===== config.mk =====
export PLATFORM = sky130hd
export DESIGN_NAME = seg_scan_display_ctrl
export DESIGN_NICKNAME = d
export VERILOG_FILES = /design/src/rtl/seg_display_pkg.sv /design/src/rtl/bin2bcd_seq.sv /design/src/rtl/seg_scan_display_ctrl.sv
export SDC_FILE = /design/constraint.sdc
export NUM_CORES = 1
export LEC_CHECK = 0
export CORE_MARGIN = 4
export CORE_UTILIZATION = 53
export CTS_CLUSTER_DIAMETER = 120
export DETAILED_ROUTE_END_ITERATION = 6
export HOLD_SLACK_MARGIN = 0.06
export PLACE_DENSITY = 0.76
export SYNTH_ARGS = -nofsm -noshare
export SYNTH_HDL_FRONTEND = slang
export SYNTH_SLANG_ARGS = --single-unit

===== constraint.sdc =====
create_clock -name clk -period 2.1 [get_ports clk]
set_input_delay 0.525 -clock clk [delete_from_list [all_inputs] [get_ports clk]]
set_output_delay 0.525 -clock clk [all_outputs]
set_load 0.02 [all_outputs]

===== src/rtl/seg_display_pkg.sv =====
// Shared types and glyph helpers for the multiplexed seven-segment display controller.
package seg_display_pkg;
  typedef enum logic [1:0] {ST_IDLE, ST_SHIFT, ST_COMMIT} state_e;

  localparam logic [6:0] SEG_BLANK = 7'h7F;
  localparam logic [6:0] SEG_DASH  = 7'h3F;

  // Active-low glyphs, bit0 = a ... bit6 = g.
  function automatic logic [6:0] hex_to_seg(input logic [3:0] v);
    logic [6:0] s;
    case (v)
      4'h0: s = 7'h40;
      4'h1: s = 7'h79;
      4'h2: s = 7'h24;
      4'h3: s = 7'h30;
      4'h4: s = 7'h19;
      4'h5: s = 7'h12;
      4'h6: s = 7'h02;
      4'h7: s = 7'h78;
      4'h8: s = 7'h00;
      4'h9: s = 7'h10;
      4'hA: s = 7'h08;
      4'hB: s = 7'h03;
      4'hC: s = 7'h46;
      4'hD: s = 7'h21;
      4'hE: s = 7'h06;
      default: s = 7'h0E;
    endcase
    return s;
  endfunction
endpackage


===== src/rtl/bin2bcd_seq.sv =====
// Sequential double-dabble: one shift per clock, 4*NUM_DIGITS clocks per conversion.
module bin2bcd_seq #(
  parameter int NUM_DIGITS = 8
) (
  input  logic                         clk,
  input  logic                         rst_n,
  input  logic                         start_i,
  input  logic [4*NUM_DIGITS-1:0]      bin_i,
  output logic                         done_o,
  output logic [NUM_DIGITS-1:0][3:0]   bcd_o,
  output logic                         ovf_o
);
  localparam int W  = 4*NUM_DIGITS;
  localparam int CW = $clog2(W);

  logic [W-1:0]                bin_q, bin_d;
  logic [NUM_DIGITS-1:0][3:0]  bcd_q, bcd_d, adj;
  logic [CW-1:0]               cnt_q, cnt_d;
  logic                        ovf_q, ovf_d, busy_q, busy_d, last;

  always_comb begin
    for (int i = 0; i < NUM_DIGITS; i++)
      adj[i] = (bcd_q[i] >= 4'd5) ? bcd_q[i] + 4'd3 : bcd_q[i];
    last  = busy_q && (cnt_q == CW'(W-1));
    bin_d  = bin_q;
    bcd_d  = bcd_q;
    cnt_d  = cnt_q;
    ovf_d  = ovf_q;
    busy_d = busy_q;
    if (start_i) begin
      bin_d  = bin_i;
      bcd_d  = '0;
      cnt_d  = '0;
      ovf_d  = 1'b0;
      busy_d = 1'b1;
    end else if (busy_q) begin
      // A 1 leaving the top digit means the value needs more digits than we have.
      {bcd_d, bin_d} = {adj, bin_q} << 1;
      ovf_d  = ovf_q | adj[NUM_DIGITS-1][3];
      cnt_d  = cnt_q + 1'b1;
      busy_d = !last;
    end
  end

  always_ff @(posedge clk or negedge rst_n) begin
    if (!rst_n) begin
      bin_q  <= '0;
      bcd_q  <= '0;
      cnt_q  <= '0;
      ovf_q  <= 1'b0;
      busy_q <= 1'b0;
    end else begin
      bin_q  <= bin_d;
      bcd_q  <= bcd_d;
      cnt_q  <= cnt_d;
      ovf_q  <= ovf_d;
      busy_q <= busy_d;
    end
  end

  assign done_o = last;
  assign bcd_o  = bcd_q;
  assign ovf_o  = ovf_q;
endmodule


===== src/rtl/seg_scan_display_ctrl.sv =====
// Multiplexed seven-segment controller: load handshake, hex/decimal display,
// leading-zero blanking, overflow dashes and PWM-dimmed anode scan.
module seg_scan_display_ctrl
  import seg_display_pkg::*;
#(
  parameter int NUM_DIGITS = 8,
  parameter int CLK_HZ     = 50_000_000,
  parameter int SCAN_HZ    = 800
) (
  input  logic                    clk,
  input  logic                    rst_n,
  input  logic                    load,
  input  logic [4*NUM_DIGITS-1:0] number,
  input  logic                    dec_mode,
  input  logic                    blank_lz,
  input  logic [NUM_DIGITS-1:0]   dp,
  input  logic [3:0]              bright,
  output logic [6:0]              seg,
  output logic                    seg_dp,
  output logic [NUM_DIGITS-1:0]   an,
  output logic                    ready,
  output logic                    ovf
);
  localparam int DIV   = CLK_HZ / (SCAN_HZ * 16);
  localparam int DIV_C = (DIV < 1) ? 1 : DIV;
  localparam int PW    = (DIV_C > 1) ? $clog2(DIV_C) : 1;
  localparam int CUR_W = $clog2(NUM_DIGITS);

  state_e                      state_q, state_d;
  logic                        ready_q, accept, start, conv_done, conv_ovf;
  logic [NUM_DIGITS-1:0][3:0]  num_q, dig_q, bcd;
  logic [NUM_DIGITS-1:0]       dp_q, ddp_q, lz;
  logic                        dec_q, blz_q, dblz_q, dovf_q, allz;
  logic [PW-1:0]               presc_q;
  logic [3:0]                  pwm_q;
  logic [CUR_W-1:0]            cur_q;
  logic                        tick;
  logic [6:0]                  seg_q, seg_d;
  logic                        seg_dp_q, seg_dp_d;
  logic [NUM_DIGITS-1:0]       an_q, an_d;

  assign accept = load && ready_q;

  always_comb begin
    state_d = state_q;
    start   = 1'b0;
    case (state_q)
      ST_IDLE: if (accept) begin
        state_d = dec_mode ? ST_SHIFT : ST_COMMIT;
        start   = dec_mode;
      end
      ST_SHIFT:  if (conv_done) state_d = ST_COMMIT;
      ST_COMMIT: state_d = ST_IDLE;
      default:   state_d = ST_IDLE;
    endcase
  end

  always_ff @(posedge clk or negedge rst_n) begin
    if (!rst_n) begin
      state_q <= ST_IDLE;
      ready_q <= 1'b1;
    end else begin
      state_q <= state_d;
      // Held low through the COMMIT cycle so the new value is on the glass before the next load.
      ready_q <= (state_q == ST_IDLE) && !accept;
    end
  end

  bin2bcd_seq #(.NUM_DIGITS(NUM_DIGITS)) u_bcd (
    .clk     (clk),
    .rst_n   (rst_n),
    .start_i (start),
    .bin_i   (number),
    .done_o  (conv_done),
    .bcd_o   (bcd),
    .ovf_o   (conv_ovf)
  );

  always_ff @(posedge clk or negedge rst_n) begin
    if (!rst_n) begin
      num_q  <= '0;
      dec_q  <= 1'b0;
      blz_q  <= 1'b0;
      dp_q   <= '0;
      dig_q  <= '0;
      ddp_q  <= '0;
      dblz_q <= 1'b0;
      dovf_q <= 1'b0;
    end else begin
      if (accept) begin
        num_q <= number;
        dec_q <= dec_mode;
        blz_q <= blank_lz;
        dp_q  <= dp;
      end
      if (state_q == ST_COMMIT) begin
        dig_q  <= dec_q ? bcd : num_q;
        dovf_q <= dec_q & conv_ovf;
        ddp_q  <= dp_q;
        dblz_q <= blz_q;
      end
    end
  end

  assign tick = (presc_q == PW'(DIV_C-1));

  always_ff @(posedge clk or negedge rst_n) begin
    if (!rst_n) begin
      presc_q <= '0;
      pwm_q   <= '0;
      cur_q   <= '0;
    end else begin
      presc_q <= tick ? '0 : presc_q + 1'b1;
      if (tick) begin
        pwm_q <= pwm_q + 4'd1;
        if (pwm_q == 4'hF)
          cur_q <= (cur_q == CUR_W'(NUM_DIGITS-1)) ? '0 : cur_q + 1'b1;
      end
    end
  end

  // lz[i]: digits i..N-1 are all zero.
  always_comb begin
    lz   = '0;
    allz = 1'b1;
    for (int i = NUM_DIGITS-1; i > 0; i--) begin
      allz  = allz && (dig_q[i] == 4'd0);
      lz[i] = allz;
    end
  end

  always_comb begin
    seg_d    = hex_to_seg(dig_q[cur_q]);
    seg_dp_d = ~ddp_q[cur_q];
    if (dovf_q) begin
      seg_d    = SEG_DASH;
      seg_dp_d = 1'b1;
    end else if (dblz_q && lz[cur_q]) begin
      seg_d = SEG_BLANK;
    end
    an_d = '1;
    if (pwm_q <= bright) an_d[cur_q] = 1'b0;
  end

  always_ff @(posedge clk or negedge rst_n) begin
    if (!rst_n) begin
      seg_q    <= SEG_BLANK;
      seg_dp_q <= 1'b1;
      an_q     <= '1;
    end else begin
      seg_q    <= seg_d;
      seg_dp_q <= seg_dp_d;
      an_q     <= an_d;
    end
  end

  assign seg    = seg_q;
  assign seg_dp = seg_dp_q;
  assign an     = an_q;
  assign ready  = ready_q;
  assign ovf    = dovf_q;
endmodule


Yosys cells after proc, flatten, opt, wreduce, memory -nomap -nowiden --
Memory sizes are Yosys's and may differ from the RTL's. Index checks and enable logic that the tools add are counted.
Word-level totals: flip-flop bits (word level) 193, memory bits (read-only) 112, output and inout port bits 18, memories kept 1
Operators by class: add/subtract/negate cells 12, magnitude comparators 11, eq/ne operators 8, mux-type cells 39, bitwise operators 4, reductions and logical operators 24
Memory list:
- (no name shown) | words 16, width 7, rd ports 1, clocked after memory_dff 0, write ports 0, RTL line seg_display_pkg.sv:11 | case (v)
Operators by type and width (number):
- $mux W32 | 5
- $mux W4 | 9
- $add A4 B2 Y4 const B | 8
- $ge A4 B3 Y1 const B | 8
- $logic_not A4 Y1 | 7
- $mux W7 | 2
- $add A12 B1 Y12 const B | 1
- $bmux W4 S3 | 1
- $eq A12 B12 Y1 const B | 1
- $mux W12 | 1
- $logic_and A1 B1 Y1 | 11
- $mux W1 | 10
- $mux W5 | 2
- $mux W8 | 1
- $not A8 Y8 | 1
- $bmux W1 S3 | 2
- $mux W2 | 3
- $add A5 B1 Y5 const B | 1
- $eq A5 B5 Y1 const B | 1
- $add A4 B1 Y4 const B | 1
- $eq A4 B4 Y1 const B | 1
- $le A4 B4 Y1 | 1
- $lt A3 B4 Y1 const B | 1
- $ne A2 B2 Y1 const B | 2
- 15 further kinds | 17

Depth between registers and ports, before layout --
Gate-level depths: netlist of run 1.
depth after elaboration 12, gate-level depth with buffers 10, depth with buffers taken out 8

Modules after synthesis --
Synthesis of run 1 repeated with hierarchy kept, for this count alone.
Unflattened totals: cells, all modules 875, area total of the unflattened synthesis 9604.2 µm²
By module, submodules not included:
- seg_scan_display_ctrl | times used 1, cells an instance 483, area an instance 5764.3 µm², sequential area each 3074.2 µm²
- bin2bcd_seq | times used 1, cells an instance 392, area an instance 3839.9 µm², sequential area each 1776.7 µm²

Least setup slack after synthesis of run 1 --
Ideal clock, no wire load.
path type register to register, start register cur_q[1], end register seg_q[3], in the netlist seg[3], setup time 0.102 ns, data arrival time 2.106 ns, data required time 1.998 ns, path slack -0.108 ns, stages on the path, launching flop included 10, buffers on the path 1, clock period less this slack 2.208 ns, path through dfrtp_1 > buf_6 > mux4_1 > mux2i_1 > inv_1 > ha_1 > inv_1 > nor2_1 > a211oi_1 > o21ai_0
Between the ends: longest elaborated chain between the ends 5, elaborated cells on any way between the ends 8, classes of those cells mux (6); reduce/logical (1); memory (1)
RTL lines:
- start: declaration | RTL line seg_scan_display_ctrl.sv:36 | logic [CUR_W-1:0] cur_q;
- start signal: assignment | RTL line seg_scan_display_ctrl.sv:117 | cur_q <= (cur_q == CUR_W'(NUM_DIGITS-1)) ? '0 : cur_q + 1'b1;
- $bmux W4 S3 or $bmux W1 S3 (tied branches) | RTL line seg_scan_display_ctrl.sv:133, seg_scan_display_ctrl.sv:138
- $mux W4 (implied by the code) or $mux W1 (tied branches) | RTL line seg_scan_display_ctrl.sv:133, seg_scan_display_ctrl.sv:138
- $mem_v2 Z16 W7 or $logic_and A1 B1 Y1 (tied branches)
- $mux W7 * | RTL line seg_scan_display_ctrl.sv:138 | end else if (dblz_q && lz[cur_q]) begin
- $mux W7 * | RTL line seg_scan_display_ctrl.sv:135 | if (dovf_q) begin
- via seg_d[3] | RTL line seg_scan_display_ctrl.sv:38 | logic [6:0] seg_q, seg_d;
- end signal: assignment | RTL line seg_scan_display_ctrl.sv:151 | seg_q <= seg_d;
- end: declaration | RTL line seg_scan_display_ctrl.sv:38
Mark *: on every way through the listed nets, which the timed path passes. The rest lies on a longest branch. The select of a mux whose other input is x is not followed. A chain may end at the register's enable or synchronous reset.

Worst setup path in the final report of run 1 --
start register an_q[5], in the netlist an[5], end output port an[5]
RTL lines:
- start: declaration | RTL line seg_scan_display_ctrl.sv:40 | logic [NUM_DIGITS-1:0] an_q, an_d;
- start signal: assignment | RTL line seg_scan_display_ctrl.sv:153 | an_q <= an_d;
- end: declaration | RTL line seg_scan_display_ctrl.sv:20 | output logic [NUM_DIGITS-1:0] an,
No word-level cell between the ends.

==> results of run 1 <==
## how the worst min path moves through the flow
stage	from	end	slack, ns	cells past startpoint
after global placement	presc_q[5]$_DFF_PN0_	presc_q[5]$_DFF_PN0_	0.48	1
after floorplan	rst_n	blz_q$_DFFE_PN0P_	0.23	0
after CTS	presc_q[5]$_DFF_PN0_	presc_q[5]$_DFF_PN0_	0.50	1
after global routing	dp_q[5]$_DFFE_PN0P_	ddp_q[5]$_DFFE_PN0N_	0.51	1
final	presc_q[5]$_DFF_PN0_	presc_q[5]$_DFF_PN0_	0.50	1
after detailed placement	presc_q[5]$_DFF_PN0_	presc_q[5]$_DFF_PN0_	0.48	1
## per-stage QoR
stage | power (mW) | instance area [um2]
floorplan | 10.53 | 9382
global placement | 12.08 | 10560
detailed placement | 12.36 | 10560
CTS | 15.48 | 11130
global route | 16.62 | 11210
finish | 15.49 | 11210
## worst register-to-register path, delay by kind of cell, from the launching register on
kind / cells / cell delay, ns
muxes: 2 / 0.83
and+or+nand+nor: 1 / 0.16
DFF: 1 / 0.42
AOI/OAI and AO/OA: 2 / 0.42
buffers and inverters: 1 / 0.13
## Yosys cell counts (3+ instances only)
| cell | number |
|---|---|
| nor3b_1 | 7 |
| buf_1 | 4 |
| a21oi_1 | 27 |
| buf_2 | 6 |
| nor3_1 | 6 |
| a211oi_1 | 10 |
| nor2_1 | 48 |
| or3_1 | 3 |
| nand2b_1 | 10 |
| xor2_1 | 5 |
| o21ai_0 | 86 |
| nor4_1 | 4 |
| ha_1 | 33 |
| nand4_1 | 8 |
| a31oi_1 | 3 |
| dfstp_2 | 17 |
| mux2i_1 | 92 |
| mux4_2 | 3 |
| nand2_1 | 93 |
| inv_1 | 31 |
| clkbuf_1 | 35 |
| mux4_1 | 3 |
| nand3_1 | 24 |
| dfrtp_1 | 176 |
| mux2_2 | 54 |
| o211ai_1 | 5 |
| xnor2_1 | 19 |
| or4_1 | 4 |
## flip-flops by register name, indices dropped and copies added, names as in the netlist
name	count
u_bcd.busy_q	1
seg_dp	1
state_q	2
blz_q	1
u_bcd.bin_q	32
u_bcd.bcd_o	32
cur_q	3
dig_q	32
presc_q	12
ddp_q	8
dp_q	8
num_q	32
seg	7
ovf	1
an	8
dblz_q	1
u_bcd.ovf_o	1
ready	1
dec_q	1
pwm_q	4
u_bcd.cnt_q	5
## power breakdown
group	switching, mW	total, mW	leakage [nW]	internal (mW)
combinational	2.76	5.71	2.60	2.95
sequential	1.37	6.68	2.36	5.31
clock	1.50	3.09	0.271	1.60
## area by class of cell
| type | count | area, um2 | share of cell area [%] |
|---|---|---|---|
| multi-input cells | 581 | 4235 | 37.77 |
| clock buffers | 19 | 442.9 | 3.950 |
| well taps | 225 | 281.5 | 2.510 |
| clock inverters | 13 | 123.9 | 1.105 |
| inverters | 32 | 122.6 | 1.093 |
| repair buffers | 107 | 1149 | 10.24 |
| flip-flops and latches | 193 | 4860 | 43.33 |
## kinds of logic after synthesis
group	Yosys count
adder cells (fa/ha/maj)	33
AND/OR/NAND/NOR	218
XOR/XNOR	24
flip-flops	193
AO/OA/AOI/OAI	152
buffers and inverters	78
multiplexers	154
## metal layers
metal,up-vias,routed length [um]
li1,3160,-
met1,3115,9213
met2,136,8719
met3,33,789
met4,0,387
met5,-,0
## layout by cell type (no fill, tap or decap), types with 3 or more instances in the layout
master / count
a211oi_1: 9
a21oi_1: 27
a31oi_1: 3
buf_12: 11
buf_4: 25
buf_6: 4
clkbuf_16: 17
clkdlybuf4s50_1: 52
clkinvlp_4: 3
dfrtp_1: 171
dfrtp_2: 4
dfstp_2: 17
dlygate4sd2_1: 3
dlymetal6s2s_1: 10
ha_1: 32
inv_1: 30
inv_8: 4
mux2_2: 54
mux2i_1: 91
mux2i_4: 3
mux4_2: 6
nand2_1: 93
nand2b_1: 9
nand3_1: 24
nand4_1: 8
nor2_1: 48
nor3_1: 6
nor3b_1: 7
nor4_1: 4
o211ai_1: 5
o21ai_0: 86
or3_1: 3
or4_1: 4
xnor2_1: 19
xor2_1: 5
## timing repair
item | CTS | global route
resized for setup | 4 | 25
hold buffers | 1 | 0
pin swaps | 0 | 1
hold endpoints to repair | 40 | 0
endpoints found under the setup margin | 5 | 17
setup buffers | 0 | 4
==> impl_metrics.toml, run 1 <==
[sta]
rsz_0062_raised_after_global_routing = "true"
period_minus_slack_ns = 2.067
drv_slew = 0
post-route-worst-setup-slack_ns = 0.03258
maximum_clock_frequency_ghz = 0.4837
finalClockSkew_ns = 0.01014
finalSetupViolCount = 0
timing_hold_violations_final = 0
post-route-period-util_pct = 98.45
worst_hold_slack_ns = 0.4974
tns_ns = 0
tightest_slew_ns = 0.4803
relSlewSlack_pct = 67.69

[die]
die-area_um2 = 19870
ios = 67
placeableCoreArea_um2 = 17300
std_cell_rows = 48
die_width_um = 141.0
die_h_um = 141.0
initial_core_util_pct = 54.17

[worst_setup_path]
startpoint = "an[5]$_DFF_PN1_"
cp.arrival_ns = 1.54
reg2reg_depth = 6
path_cells = "clkdlybuf4s50_1"
crit_required_ns = 1.57
timing.critical_path.buf_inv = 1
regToRegStartpoint = "cur_q[1]$_DFFE_PN0P_"
endpoint = "an[5]"
timing.rr.end = "seg[0]$_DFF_PN1_"
critical_path.slowest_cell = "clkdlybuf4s50_1"
cpPeakStageDelay_ns = 0.59
path_max_fanout = 1
cp.depth = 1
critPathKind = "reg -> out"
worst-r2r-setup-slack_ns = 0.04
timing.critical_path.to_type = "output pin"
worst_setup_path_start_kind = "flop"
critical-path-top-delay-family = "buffers and inverters"

[clocking]
clk_pin_slew_worst_paths_ns = 0.07
max-clock-path-buffers = 2
buffer_cell_driving_the_clock_tree_root = "clkbuf_16"
cts.htree.levels = 4
clock_buffers_created_by_tritoncts = 17
worst_skew_pair.late_latency_ns = 0.44
clock_tree_from_tritoncts = "done"
tritoncts_num_sinks = 193

[synthesis]
synth_simple_gate_area_share_pct = 10.64
synth.net_count = 934
synth_top_area_share_pct = 47.01
ys_async_rst_share_pct = 100.0
post_synth_fa_ha_maj_area_fraction_pct = 4.407
synth.top_cells.by_area = "dfrtp_1 (47%), mux2i_1 (9.8%), mux2_2 (6.5%)"
synth_ff_type = "dfrtp_1"
synth_area_um2 = 9369
synthesis.yosys.warnings = 0
ys_ff_latch = 193
post_synth.cell_area_avg_um2 = 11.00
compound_gate_portion_of_the_synthesized_area_pct = 9.255
synth_top_family_by_area = "multiplexers"
synth_enable_flop_cells = 0
synth_sequential_area_ratio_pct = 51.78
netlist_instances = 852
synth_xor_xnor_area_share_pct = 2.244
synth_mux_area_share_pct = 18.36
synth.lib_cells_used.distinct = 56
synth_top_cell_by_area = "dfrtp_1"

[grt]
grt_pass1_vias = 6289
antenna_violations_before_repair = 0
grt_busiest_layer = "met2"
grt_use_met1_pct = 28.45
met3_usage_pct = 4.003
grt_use_met2_pct = 30.42
grt_util_all_layers_pct = 19.77
wire_length_of_the_first_global_routing_pass_um = 31560
maximum_number_of_pins_on_one_net_before_global_route_repair = 47
grt_overflow = 0

[finish]
syn_to_final_growth_pct = 19.70
nFillCells = 1343
stdcell_count = 1170
antenna_cells = 0
fin_nets = 1014
final_util_pct = 64.84
drive_above_1_share_pct = 17.88

[route]
drc_errors = 0
detail_route.vias_per_cell = 5.508
avgRoutedWirePerCell_um = 16.33
number_of_optimization_iterations_in_the_first_detailed_route_pass = 5
remaining_number_of_nets_flagged_by_the_antenna_check_after_routing = 0
detailroute.via_count = 6444
totalWireLength_um = 19110
initialDrtViolationCount = 388

[place]
hpwl_after_dpl_um = 13500
dp.cells = 1133
finalWeightedCongestion = 0.8376
port_buffers = 66
dp_worst_setup_slack_ns = -0.1454

[outcome]
run_status = "completed"

[flow_run]
timing.max_cap.violations = 0

[power_and_ir_drop]
power_leakage_nw = 5.227
power.density_cell_area_nw_per_um2 = 1381
worst_ir_drop_vdd_uv = 745.4

[hold_path]
hold_path.class = "reg -> reg"
No activity file was read; power rests on OpenSTA's default activity.
==> run 2: changes to the inputs <==
Settings changed: CORE_MARGIN 4 to unset.
==> impl_metrics.toml, run 2 (synthesized netlist as in run 1, its figures left out) <==
[worst_setup_path]
critical_path.slowest_cell = "clkdlybuf4s50_1"
crit_required_ns = 1.57
timing.critical_path.buf_inv = 1
worst_setup_path_start_kind = "flop"
cp.arrival_ns = 1.54
cpPeakStageDelay_ns = 0.59
critPathKind = "reg -> out"
path_cells = "clkdlybuf4s50_1"
path_max_fanout = 1
timing.critical_path.to_type = "output pin"
critical-path-top-delay-family = "buffers and inverters"

[die]
ios = 67
placeableCoreArea_um2 = 17300
std_cell_rows = 48
initial_core_util_pct = 54.17
die-area_um2 = 18210
die_h_um = 135.0
die_width_um = 135.0

[clocking]
cts.htree.levels = 4
clk_pin_slew_worst_paths_ns = 0.07
max-clock-path-buffers = 2
clock_tree_from_tritoncts = "done"
clock_buffers_created_by_tritoncts = 17
tritoncts_num_sinks = 193
buffer_cell_driving_the_clock_tree_root = "clkbuf_16"
worst_skew_pair.late_latency_ns = 0.43

[finish]
stdcell_count = 1171
syn_to_final_growth_pct = 19.42
layout.cells.most_common = "dfrtp_1"
fin_area_um2 = 11190
fin_nets = 1015
commonest_cells_after_routing_fill_and_taps_aside = "dfrtp_1 (171), nand2_1 (93), mux2i_1 (91), o21ai_0 (85), clkdlybuf4s50_1 (63)"
drive_above_1_share_pct = 18.29
antenna_cells = 0
nFillCells = 1391

[route]
drc_errors = 0
initialDrtViolationCount = 397
remaining_number_of_nets_flagged_by_the_antenna_check_after_routing = 0
avgRoutedWirePerCell_um = 16.57
totalWireLength_um = 19400
number_of_optimization_iterations_in_the_first_detailed_route_pass = 7
detail_route.vias_per_cell = 5.576
detailroute.via_count = 6529

[sta]
tightest_slew_ns = 0.6255
relSlewSlack_pct = 58.30
rsz_0062_raised_after_global_routing = "true"
worst_hold_slack_ns = 0.4986
timing_hold_violations_final = 0
drv_slew = 0
finalSetupViolCount = 0
tns_ns = 0
finalClockSkew_ns = 0.01099
post-route-period-util_pct = 98.21
period_minus_slack_ns = 2.062
maximum_clock_frequency_ghz = 0.4849

[power_and_ir_drop]
power_switching_share_pct = 36.06
seqPwrFrac_pct = 43.1
power_leakage_nw = 5.171
internal_power_contribution_mw = 10.03
comb_power_share_pct = 36.6
p_clk_share_pct = 20.3
p_sw_mw = 5.658
worst_ir_drop_vdd_uv = 729.7
power.density_cell_area_nw_per_um2 = 1402
p_total_mw = 15.69

[hold_path]
hold_path.class = "reg -> reg"

[place]
port_buffers = 66
dp.cells = 1131
placed_cell_area_um2 = 10520
finalWeightedCongestion = 0.9177
hpwl_after_dpl_um = 13540

[grt]
maximum_number_of_pins_on_one_net_before_global_route_repair = 52
antenna_violations_before_repair = 0
grt_overflow = 0
grt_pass1_vias = 6541
grt_util_all_layers_pct = 23.11
wire_length_of_the_first_global_routing_pass_um = 33060

[outcome]
run_status = "completed"

[flow_run]
timing.max_cap.violations = 0
-- run 2: changes by cell type in the layout (fill, tap and decap cells not counted), moves of 2 or more --
cell / change
buf_12: -2
clkdlybuf4s50_1: +11
dlygate4sd2_1: -3
dlymetal6s2s_1: -8
buf_4: +7
inv_6: +2
inv_8: -3
buf_6: -4
clkinv_2: +2
-- run 2: final timing paths --
path / startpoint / endpoint / slack (ns) / cells after the start
worst max-delay path: an[2]$_DFF_PN1_ / an[2] / 0.04 / 1
worst min register to register: u_bcd.ovf_o$_DFFE_PN0P_ / u_bcd.ovf_o$_DFFE_PN0P_ / 0.50 / 2
worst max register to register: cur_q[1]$_DFFE_PN0P_ / seg[3]$_DFF_PN1_ / 0.08 / 8
min in group asynchronous: rst_n / pwm_q[3]$_DFFE_PN0N_ / 0.60 / 2
max in group asynchronous: rst_n / seg[3]$_DFF_PN1_ / 0.79 / 3
worst min-delay path: u_bcd.ovf_o$_DFFE_PN0P_ / u_bcd.ovf_o$_DFFE_PN0P_ / 0.50 / 2
-- run 2: final cells by class --
cell class | instances | area, um2 | area share, %
inverters | 32 | 122.6 | 1.096
repair buffers | 108 | 1100 | 9.830
well taps | 225 | 281.5 | 2.516
clock buffers | 19 | 452.9 | 4.048
multi-input cells | 581 | 4248 | 37.97
flip-flops and latches | 193 | 4860 | 43.44
clock inverters | 13 | 123.9 | 1.107
-- run 2: what timing repair did --
action                                 CTS  global route
hold buffers                             1             0
gates resized for setup                  4            14
setup endpoints to repair                4             9
setup buffers                            3             4
endpoints found under the hold margin    6             0
pin swaps                                0             1
-- run 2: power by group through the flow --
stage	combinational (mW)	sequential, mW	clock [mW]
floorplan	4.28	6.25	0
global placement	5.37	6.72	0
detailed placement	5.61	6.78	0
CTS	5.70	6.73	3.22
global route	6.48	6.94	3.38
finish	5.75	6.76	3.18
-- run 2: per-stage QoR --
step	utilization [%]	worst slack (ns)
after global placement	60.80	-0.1204
after CTS	64.35	0.0008635
after global routing	64.68	-0.05850
after floorplan	-	0.02277
final	64.68	0.03756
after detailed placement	60.80	-0.1606
-- run 2: layer usage --
metal / GRT usage, % / up-vias / part of all wire [%]
met5: 0 / - / 0
met4: 7.303 / 0 / 2.0
met3: 4.354 / 35 / 3.9
met2: 35.94 / 157 / 46
met1: 32.84 / 3192 / 48
li1: - / 3145 / -
==> run 3: changes to the inputs <==
Settings changed: CORE_MARGIN set to 10.
==> impl_metrics.toml, run 3 (synthesized netlist as in run 1, its figures left out) <==
[finish]
antenna_cells = 0
drive_above_1_share_pct = 17.52
final_util_pct = 64.46
syn_to_final_growth_pct = 19.00
fin_area_um2 = 11150
layout.cells.most_common = "dfrtp_1"
commonest_cells_after_routing_fill_and_taps_aside = "dfrtp_1 (171), nand2_1 (93), mux2i_1 (91), o21ai_0 (84), clkdlybuf4s50_1 (56)"
fin_nets = 1011

[clocking]
cts.htree.levels = 4
clock_buffers_created_by_tritoncts = 17
max-clock-path-buffers = 2
worst_skew_pair.late_latency_ns = 0.44
clk_pin_slew_worst_paths_ns = 0.07
clock_tree_from_tritoncts = "done"
tritoncts_num_sinks = 193
buffer_cell_driving_the_clock_tree_root = "clkbuf_16"

[grt]
antenna_violations_before_repair = 0
maximum_number_of_pins_on_one_net_before_global_route_repair = 58
wire_length_of_the_first_global_routing_pass_um = 32560
grt_pass1_vias = 6424
grt_util_all_layers_pct = 16.55
grt_overflow = 0

[worst_setup_path]
critPathKind = "reg -> out"
critical-path-top-delay-family = "buffers and inverters"
worst_setup_path_start_kind = "flop"
worst-r2r-setup-slack_ns = 0.05
cpPeakStageDelay_ns = 0.59
reg2reg_depth = 7
critical_path.slowest_cell = "clkdlybuf4s50_1"
crit_required_ns = 1.57
timing.critical_path.buf_inv = 1
path_max_fanout = 1
path_cells = "clkdlybuf4s50_1"
timing.critical_path.to_type = "output pin"
timing.rr.end = "seg[0]$_DFF_PN1_"
regToRegStartpoint = "cur_q[2]$_DFFE_PN0P_"
cp.arrival_ns = 1.54

[route]
totalWireLength_um = 19270
detail_route.vias_per_cell = 5.542
detailroute.via_count = 6467
avgRoutedWirePerCell_um = 16.51
remaining_number_of_nets_flagged_by_the_antenna_check_after_routing = 0
initialDrtViolationCount = 424
drc_errors = 0
number_of_optimization_iterations_in_the_first_detailed_route_pass = 5

[sta]
drv_slew = 0
worst_hold_slack_ns = 0.4940
timing_hold_violations_final = 0
relSlewSlack_pct = 65.54
finalSetupViolCount = 0
tightest_slew_ns = 0.5169
finalClockSkew_ns = 0.009853
tns_ns = 0
maximum_clock_frequency_ghz = 0.4848
post-route-worst-setup-slack_ns = 0.03720
post-route-period-util_pct = 98.23
period_minus_slack_ns = 2.063

[power_and_ir_drop]
power.density_cell_area_nw_per_um2 = 1395
worst_ir_drop_vdd_uv = 783.6
power_leakage_nw = 5.166

[hold_path]
hold_path.startpoint = "presc_q[5]$_DFF_PN0_"
whs_endpoint = "presc_q[5]$_DFF_PN0_"
hold_path.class = "reg -> reg"
holdPathStages = 1

[flow_run]
timing.max_cap.violations = 0

[die]
die_width_um = 153.0
initial_core_util_pct = 54.17
std_cell_rows = 48
die_h_um = 153.0
die-area_um2 = 23400
ios = 67
placeableCoreArea_um2 = 17300

[place]
placed_cell_area_um2 = 10480
hpwl_after_dpl_um = 13820
port_buffers = 66
finalWeightedCongestion = 0.8922
dp_worst_setup_slack_ns = -0.2078

[outcome]
run_status = "completed"
## run 3: changes by cell type in the layout (fill, tap and decap cells not counted), moves of 2 or more
cell / previous run / this run
a211oi_2: 2 / 0
dlymetal6s2s_1: 2 / 8
buf_4: 32 / 29
a211oi_1: 8 / 10
clkdlybuf4s50_1: 63 / 56
## run 3: timing repair
item | CTS | global route
buffers inserted | 0 | 4
hold buffers | 1 | 0
pin swaps | 0 | 1
endpoints found under the setup margin | 5 | 16
hold endpoints to repair | 3 | 0
gates cloned | 0 | 0
gates resized for setup | 3 | 19
## run 3: power by group
| part | total (mW) | internal (mW) | leakage (nW) | switching [mW] |
|---|---|---|---|---|
| registers | 6.68 | 5.32 | 2.36 | 1.37 |
| clock network | 3.21 | 1.76 | 0.286 | 1.45 |
| logic | 5.66 | 2.94 | 2.52 | 2.72 |
## run 3: cell type report
type | count | area (um2)
fillers | 1395 | 6147
clock buffers | 20 | 466.7
inverters | 32 | 122.6
repair buffers | 104 | 1071
multi-input cells | 581 | 4229
flip-flops and latches | 193 | 4860
well taps | 225 | 281.5
clock inverters | 12 | 118.9
## run 3: routing by layer
| layer | vias to the layer above | global-route usage (%) | routed length [um] |
|---|---|---|---|
| met1 | 3186 | 23.05 | 9638 |
| met2 | 117 | 25.24 | 8645 |
| met3 | 21 | 3.760 | 732 |
| met4 | 0 | 4.859 | 257 |
| li1 | 3143 | - | - |
| met5 | - | 0 | 0 |
## run 3: worst max path at each step
stage	cells past startpoint	startpoint	slack, ns	end
finish	1	an[5]$_DFF_PN1_	0.04	an[5]
global route	7	cur_q[2]$_DFFE_PN0P_	-0.01	seg[0]$_DFF_PN1_
CTS	1	an[3]$_DFF_PN1_	0.002	an[3]
detailed placement	9	bright[1]	-0.21	an[3]$_DFF_PN1_
global placement	9	bright[1]	-0.11	an[7]$_DFF_PN1_
floorplan	9	cur_q[1]$_DFFE_PN0P_	0.02	seg[3]$_DFF_PN1_
## run 3: per-stage QoR
| stage | instances | total power, mW |
|---|---|---|
| 2_1_floorplan | 852 | 10.53 |
| 3_3_place_gp | 1130 | 12.09 |
| 3_5_place_dp | 1130 | 12.33 |
| 4_1_cts | 1163 | 15.58 |
| 5_1_grt | 1167 | 16.69 |
| 6_report | 1167 | 15.55 |
